===== src/rtl/fpu_ss_pkg.sv =====
// Shared types for the FPU subsystem offload path: the offload table entry, the
// per-entry predecode metadata and the predecoder stage response.
package fpu_ss_pkg;

  localparam int unsigned InstrDataWidth = 32;
  // The stage response carries the index at a fixed width; the stage trims it to clog2(NumInstr).
  localparam int unsigned PrdIdxWidth    = 8;

  typedef struct packed {
    logic       accept;
    logic       writeback;
    logic       is_mem_op;
    logic [2:0] use_rs;
  } acc_prd_rsp_t;

  typedef struct packed {
    logic [InstrDataWidth-1:0] instr_data;
    logic [InstrDataWidth-1:0] instr_mask;
    acc_prd_rsp_t              prd_rsp;
  } offload_instr_t;

  typedef struct packed {
    logic                   accept;
    logic                   writeback;
    logic                   is_mem_op;
    logic [2:0]             use_rs;
    logic [PrdIdxWidth-1:0] match_idx;
    logic                   multi_hit;
  } prd_stage_rsp_t;

endpackage


===== src/rtl/fpu_ss_predecoder_match.sv =====
// Combinational offload-table match: per-entry mask/data compare, lowest-index
// priority select of the metadata and detection of more than one hit.
module fpu_ss_predecoder_match
  import fpu_ss_pkg::*;
#(
  parameter int unsigned    NumInstr                 = 1,
  parameter offload_instr_t OffloadInstr [NumInstr]  = '{default: '0}
) (
  input  logic [InstrDataWidth-1:0] instr_i,
  output prd_stage_rsp_t            rsp_o
);

  logic [NumInstr-1:0] hit;

  generate
    for (genvar gi = 0; gi < NumInstr; gi++) begin : g_hit
      assign hit[gi] = (OffloadInstr[gi].instr_mask & instr_i) == OffloadInstr[gi].instr_data;
    end
  endgenerate

  // The first hit claims the response; any later hit only marks multi_hit.
  always_comb begin
    rsp_o = '0;
    for (int unsigned i = 0; i < NumInstr; i++) begin
      if (hit[i]) begin
        if (!rsp_o.accept) begin
          rsp_o.accept    = 1'b1;
          rsp_o.writeback = OffloadInstr[i].prd_rsp.writeback;
          rsp_o.is_mem_op = OffloadInstr[i].prd_rsp.is_mem_op;
          rsp_o.use_rs    = OffloadInstr[i].prd_rsp.use_rs;
          rsp_o.match_idx = PrdIdxWidth'(i);
        end else begin
          rsp_o.multi_hit = 1'b1;
        end
      end
    end
  end

endmodule


===== src/rtl/fpu_ss_predecoder_stage.sv =====
// Registered predecoder stage: table match on the request side, one-entry
// valid/ready pipeline register on the response side, saturating perf counters.
module fpu_ss_predecoder_stage
  import fpu_ss_pkg::*;
#(
  parameter int unsigned    NumInstr                 = 1,
  parameter offload_instr_t OffloadInstr [NumInstr]  = '{default: '0},
  parameter int unsigned    InstrWidth               = 32,
  parameter int unsigned    IdWidth                  = 4,
  parameter int unsigned    CntWidth                 = 16,
  localparam int unsigned   IdxWidth                 = (NumInstr > 1) ? $clog2(NumInstr) : 1
) (
  input  logic                  clk_i,
  input  logic                  rst_ni,
  input  logic                  q_valid_i,
  output logic                  q_ready_o,
  input  logic [InstrWidth-1:0] q_instr_data_i,
  input  logic [IdWidth-1:0]    q_id_i,
  output logic                  p_valid_o,
  input  logic                  p_ready_i,
  output logic [IdWidth-1:0]    p_id_o,
  output logic                  p_accept_o,
  output logic                  p_writeback_o,
  output logic                  p_is_mem_op_o,
  output logic [2:0]            p_use_rs_o,
  output logic [IdxWidth-1:0]   p_match_idx_o,
  output logic                  p_multi_hit_o,
  input  logic                  cnt_clr_i,
  output logic [CntWidth-1:0]   cnt_accept_o,
  output logic [CntWidth-1:0]   cnt_reject_o
);

  logic [InstrDataWidth-1:0] instr_ext;
  prd_stage_rsp_t            match_rsp;
  logic                      unused_match_idx;

  logic                      capture, out_hs;
  logic                      p_valid_q, p_valid_d;
  acc_prd_rsp_t              p_meta_q, p_meta_d;
  logic [IdxWidth-1:0]       p_idx_q, p_idx_d;
  logic                      p_multi_q, p_multi_d;
  logic [IdWidth-1:0]        p_id_q, p_id_d;
  logic [CntWidth-1:0]       cnt_accept_q, cnt_accept_d;
  logic [CntWidth-1:0]       cnt_reject_q, cnt_reject_d;

  assign instr_ext = InstrDataWidth'(q_instr_data_i);

  fpu_ss_predecoder_match #(
    .NumInstr     (NumInstr),
    .OffloadInstr (OffloadInstr)
  ) i_match (
    .instr_i (instr_ext),
    .rsp_o   (match_rsp)
  );

  assign unused_match_idx = ^match_rsp.match_idx;

  assign q_ready_o = !p_valid_q || p_ready_i;
  assign capture   = q_valid_i && q_ready_o;
  assign out_hs    = p_valid_q && p_ready_i;

  always_comb begin
    p_valid_d = p_valid_q;
    p_meta_d  = p_meta_q;
    p_idx_d   = p_idx_q;
    p_multi_d = p_multi_q;
    p_id_d    = p_id_q;
    if (capture) begin
      p_valid_d          = 1'b1;
      p_meta_d.accept    = match_rsp.accept;
      p_meta_d.writeback = match_rsp.writeback;
      p_meta_d.is_mem_op = match_rsp.is_mem_op;
      p_meta_d.use_rs    = match_rsp.use_rs;
      p_idx_d            = match_rsp.match_idx[IdxWidth-1:0];
      p_multi_d          = match_rsp.multi_hit;
      p_id_d             = q_id_i;
    end else if (out_hs) begin
      p_valid_d = 1'b0;
    end
  end

  // Counters see only delivered responses; clear beats a same-cycle increment.
  always_comb begin
    cnt_accept_d = cnt_accept_q;
    cnt_reject_d = cnt_reject_q;
    if (cnt_clr_i) begin
      cnt_accept_d = '0;
      cnt_reject_d = '0;
    end else if (out_hs) begin
      if (p_meta_q.accept) begin
        if (cnt_accept_q != '1) cnt_accept_d = cnt_accept_q + CntWidth'(1);
      end else begin
        if (cnt_reject_q != '1) cnt_reject_d = cnt_reject_q + CntWidth'(1);
      end
    end
  end

  always_ff @(posedge clk_i or negedge rst_ni) begin
    if (!rst_ni) begin
      p_valid_q    <= 1'b0;
      p_meta_q     <= '0;
      p_idx_q      <= '0;
      p_multi_q    <= 1'b0;
      p_id_q       <= '0;
      cnt_accept_q <= '0;
      cnt_reject_q <= '0;
    end else begin
      p_valid_q    <= p_valid_d;
      p_meta_q     <= p_meta_d;
      p_idx_q      <= p_idx_d;
      p_multi_q    <= p_multi_d;
      p_id_q       <= p_id_d;
      cnt_accept_q <= cnt_accept_d;
      cnt_reject_q <= cnt_reject_d;
    end
  end

  assign p_valid_o     = p_valid_q;
  assign p_id_o        = p_id_q;
  assign p_accept_o    = p_meta_q.accept;
  assign p_writeback_o = p_meta_q.writeback;
  assign p_is_mem_op_o = p_meta_q.is_mem_op;
  assign p_use_rs_o    = p_meta_q.use_rs;
  assign p_match_idx_o = p_idx_q;
  assign p_multi_hit_o = p_multi_q;
  assign cnt_accept_o  = cnt_accept_q;
  assign cnt_reject_o  = cnt_reject_q;

endmodule


===== config.mk =====
export PLATFORM = sky130hd
export DESIGN_NAME = fpu_ss_predecoder_stage
export DESIGN_NICKNAME = d
export VERILOG_FILES = /design/src/rtl/fpu_ss_pkg.sv /design/src/rtl/fpu_ss_predecoder_match.sv /design/src/rtl/fpu_ss_predecoder_stage.sv
export SDC_FILE = /design/constraint.sdc
export NUM_CORES = 1
export LEC_CHECK = 0
export BUFFER_PORTS_ARGS = -buffer_cell sky130_fd_sc_hd__buf_2
export CAP_MARGIN = 20
export CORE_ASPECT_RATIO = 1.25
export CORE_MARGIN = 5
export CORE_UTILIZATION = 48
export CTS_CLUSTER_DIAMETER = 200
export DETAILED_ROUTE_END_ITERATION = 10
export PLACE_DENSITY = 0.8
export SLEW_MARGIN = 10
export SYNTH_ARGS = -nofsm -noshare
export SYNTH_HDL_FRONTEND = slang
export SYNTH_SLANG_ARGS = --single-unit
export TNS_END_PERCENT = 20

===== constraint.sdc =====
create_clock -name clk_i -period 2.8 [get_ports clk_i]
set_clock_uncertainty 0.2 [all_clocks]
set_input_delay 0.14 -clock clk_i [delete_from_list [all_inputs] [get_ports clk_i]]
set_output_delay 0.14 -clock clk_i [all_outputs]
set_load 0.05 [all_outputs]

==> results.md <==
* Clock transition at path regs at 0.07 ns
* Hold path depth at 3
* WS Path Type: flop to flop
* Final setup fails at 0
* Post-Syn Instances at about 210
* First-pass GRT wire length at 8.16 mm
* Seq/Total Area, Yosys at 46.6%
* Detailed Routing Iterations Pass 1 at 6
* Wire length per cell at 14.9 um
* Initial Util at 49.8%
* Die ar. at between 0.005 and 0.006 mm2
* Reg-to-Reg End: cnt_reject_o[0]$_DFFE_PN0P_
* Final WL at about 4.8 mm
* Die Y at just over 80 um
* Worst skew pair latency at approximately 0.29 ns
* Post-DP HPWL at 3.23 mm
* Reg2Reg Setup Slack at 0.44 ns
* Leakage power figure at 0.00109 uW
* Hold Path Class: primary input to flop
* Final worst path period share at ~84%
* Crit. End Element: flop
* Syn avg cell area at 9.59 um2
* Most frequent cells in the layout: buf_2, dfrtp_1, a21oi_1
* Mapped cell area at 0.00204 mm2
* # port buffers at 47
* Slowest stage delay, CP at 0.67 ns
* Status: completed
* Antenna cells at 0
* CTS Sinks at 38
* CTS tree: done
* Fmax at between 400 and 500 MHz
* Root buffer cell: clkbuf_8
* Critical path's top delay family: compound AO/OA/AOI/OAI gates
* CP bufs+invs at 1
* Worst r2r path cells at 6
* Total track usage at 18.2%
* Synth cell types at 36
* CP arrival at roughly 2.3 ns
* I/O pin cnt at 87
* Largest net degree at the start of global routing at 39
* Synth top area cells: dfrtp_1, a21oi_1, or3_1
* Sum of negative setup slack at 0 ns
* Rows at 26
* Cells along the critical path: ha_1 > nand3_1 > o41ai_2 > buf_4 > xor2_1 > nor2_1
* Slew Limit Headroom at between 40% and 50%
* 1st-iter DRT viols at between 100 and 150
* Post-DR vias/cell at around 5.9
* Least-Margin Pin Slew at 0.860 ns
* Setup WS pre-CTS at 0.490 ns
* Final cell count without fillers at 324
* Largest area contributor in the netlist: dfrtp_1
* Post-layout nets at 310
* Max IR drop VDD at 227 uV
* Unrepaired setup endpoints after global routing: no
* Fin crit period at approximately 2.4 ns
* Area growth syn-to-layout at 20.5%
* ANT nets after route at 0
* Via count at between 1500 and 2000
* Hold_sp: p_ready_i
* Synth Warn # at 0
* Final Worst Setup Slack at 0.444 ns
* DRC at 0
* Post-synthesis register bit count at 38
* Vias in the first global route at about 1700
* Fillers at between 300 and 400
* Register Area at 951 um2
* Power density relative to cell area at roughly 440 mW/mm2
* Multi-input gate area at between 0.001 and 0.0015 mm2
* Antenna violations before repair at 0
* Routability-driven placement congestion ratio at between 0.7 and 0.8
* Max_cap viols at 0
* R2R Path Start: cnt_reject_o[0]$_DFFE_PN0P_
* Yosys top cell area share at between 40% and 50%
* Grt total ovfl at 0
* Final hold vios at 0
* Share of cells above drive strength 1 at 24.6%
* Crit path max fanout at 7
* Max-slew violation count at 0
* Hold worst-path end: p_valid_o$_DFFE_PN0P_
* H-Tree Depth at 2
* DIE WIDTH at 68.3 um
* Crit start category: flop
* Core Footprint at slightly above 0.004 mm2
* Total CTS buffers at 5
* Placed Cells at 310
* Crit-path slowest cell: o41ai_2
* WP data required at roughly 2.8 ns
* CTS max path bufs at 2
* Postcts setup bufs at 0
* Commonest non-fill, non-tap cell in the layout: buf_2
==> worst max-delay path by stage <==
stage                                      from                            to  slack [ns]  cells after the start
floorplan           cnt_accept_o[0]$_DFFE_PN0P_  cnt_accept_o[12]$_DFFE_PN0P_        0.35                      6
global placement    cnt_reject_o[0]$_DFFE_PN0P_   cnt_reject_o[0]$_DFFE_PN0P_        0.50                      6
detailed placement  cnt_reject_o[0]$_DFFE_PN0P_   cnt_reject_o[0]$_DFFE_PN0P_        0.49                      6
CTS                 cnt_reject_o[0]$_DFFE_PN0P_   cnt_reject_o[0]$_DFFE_PN0P_        0.45                      6
global route        cnt_reject_o[0]$_DFFE_PN0P_   cnt_reject_o[0]$_DFFE_PN0P_        0.31                      6
finish              cnt_reject_o[0]$_DFFE_PN0P_   cnt_reject_o[0]$_DFFE_PN0P_        0.44                      6
==> through the flow <==
stage                     total power, uW  cell area [um2]  utilization [%]  hold slack, ns
final                                1090             2460             60.0          0.0198
after global routing                 1140             2460             60.0          0.0335
after CTS                            1100             2460             60.0          0.0126
after detailed placement              705             2310             56.3           0.104
after global placement                704             2310             56.3          0.0950
after floorplan                       676             2060                -          -0.356
==> final cells by class <==
cell class,count,area share (%)
inverter,5,0.763
clock buffer,7,3.51
timing repair buffer,56,12.9
tap,56,2.85
sequential,38,38.7
multi-input combinational,161,41.1
clock inverter,1,0.203
==> synth_stat cells <==
library cell	count
dfrtp_1	38
a21oi_1	25
or3_1	16
o21ai_0	13
nand2_1	11
o31ai_1	11
or4_1	11
nand3_1	10
nand4_1	10
buf_4	7
clkbuf_1	7
nor2_1	7
inv_1	5
mux2_2	5
nand2b_1	4
and3_1	3
and4_1	3
nor3_1	3
nor4_1	3
ha_1	2
nand3b_1	2
o311ai_0	2
o41ai_1	2
a311oi_1	1
a31oi_1	1
and3b_1	1
buf_2	1
conb_1	1
mux2i_1	1
nand4_4	1
nor2b_1	1
o211a_1	1
o41ai_2	1
or2_2	1
or4_4	1
xor2_1	1
==> tightest hold or removal path: stages <==
cell and delay (ns):
buf_2 0.11, nand2b_1 0.15, nand2b_1 0.06
==> routing by layer <==
| metal | share of wire (%) | vias to the layer above | track usage (%) | routed length, um |
|---|---|---|---|---|
| met5 | 0 | - | 0 | 0 |
| li1 | - | 914 | - | - |
| met1 | 41 | 920 | 22.0 | 1970 |
| met3 | 5.0 | 10 | 4.19 | 242 |
| met4 | 2.2 | 0 | 6.87 | 105 |
| met2 | 52 | 52 | 30.6 | 2510 |
==> power by group <==
group / switching (uW) / leakage, uW / internal [uW]
logic: 103 / 0.000531 / 30.6
registers: 6.80 / 0.000513 / 560
clock network: 193 / 0.0000482 / 199
==> timing repair <==
| item | CTS | global route |
|---|---|---|
| endpoints found under the hold margin | 44 | 0 |
| gates resized for setup | 0 | 0 |
| hold buffers | 6 | 0 |
==> logic make-up after synthesis <==
logic type               Yosys count  synth area share, %
multiplexers                       6                 3.25
XOR/XNOR                           1                0.429
other                              1                0.184
flip-flops                        38                 46.6
buffers and inverters             20                 5.02
adder cells (fa/ha/maj)            2                 1.23
AND/OR/NAND/NOR                   88                 26.2
AO/OA/AOI/OAI                     57                 17.1
==> flip-flops by register name, summed over array words and instances, names as in the netlist <==
register and cells:
cnt_reject_o 16, p_valid_o 1, p_id_o 4, p_accept_o 1
cnt_accept_o 16
Note: power is estimated with default switching activity, not from simulation.
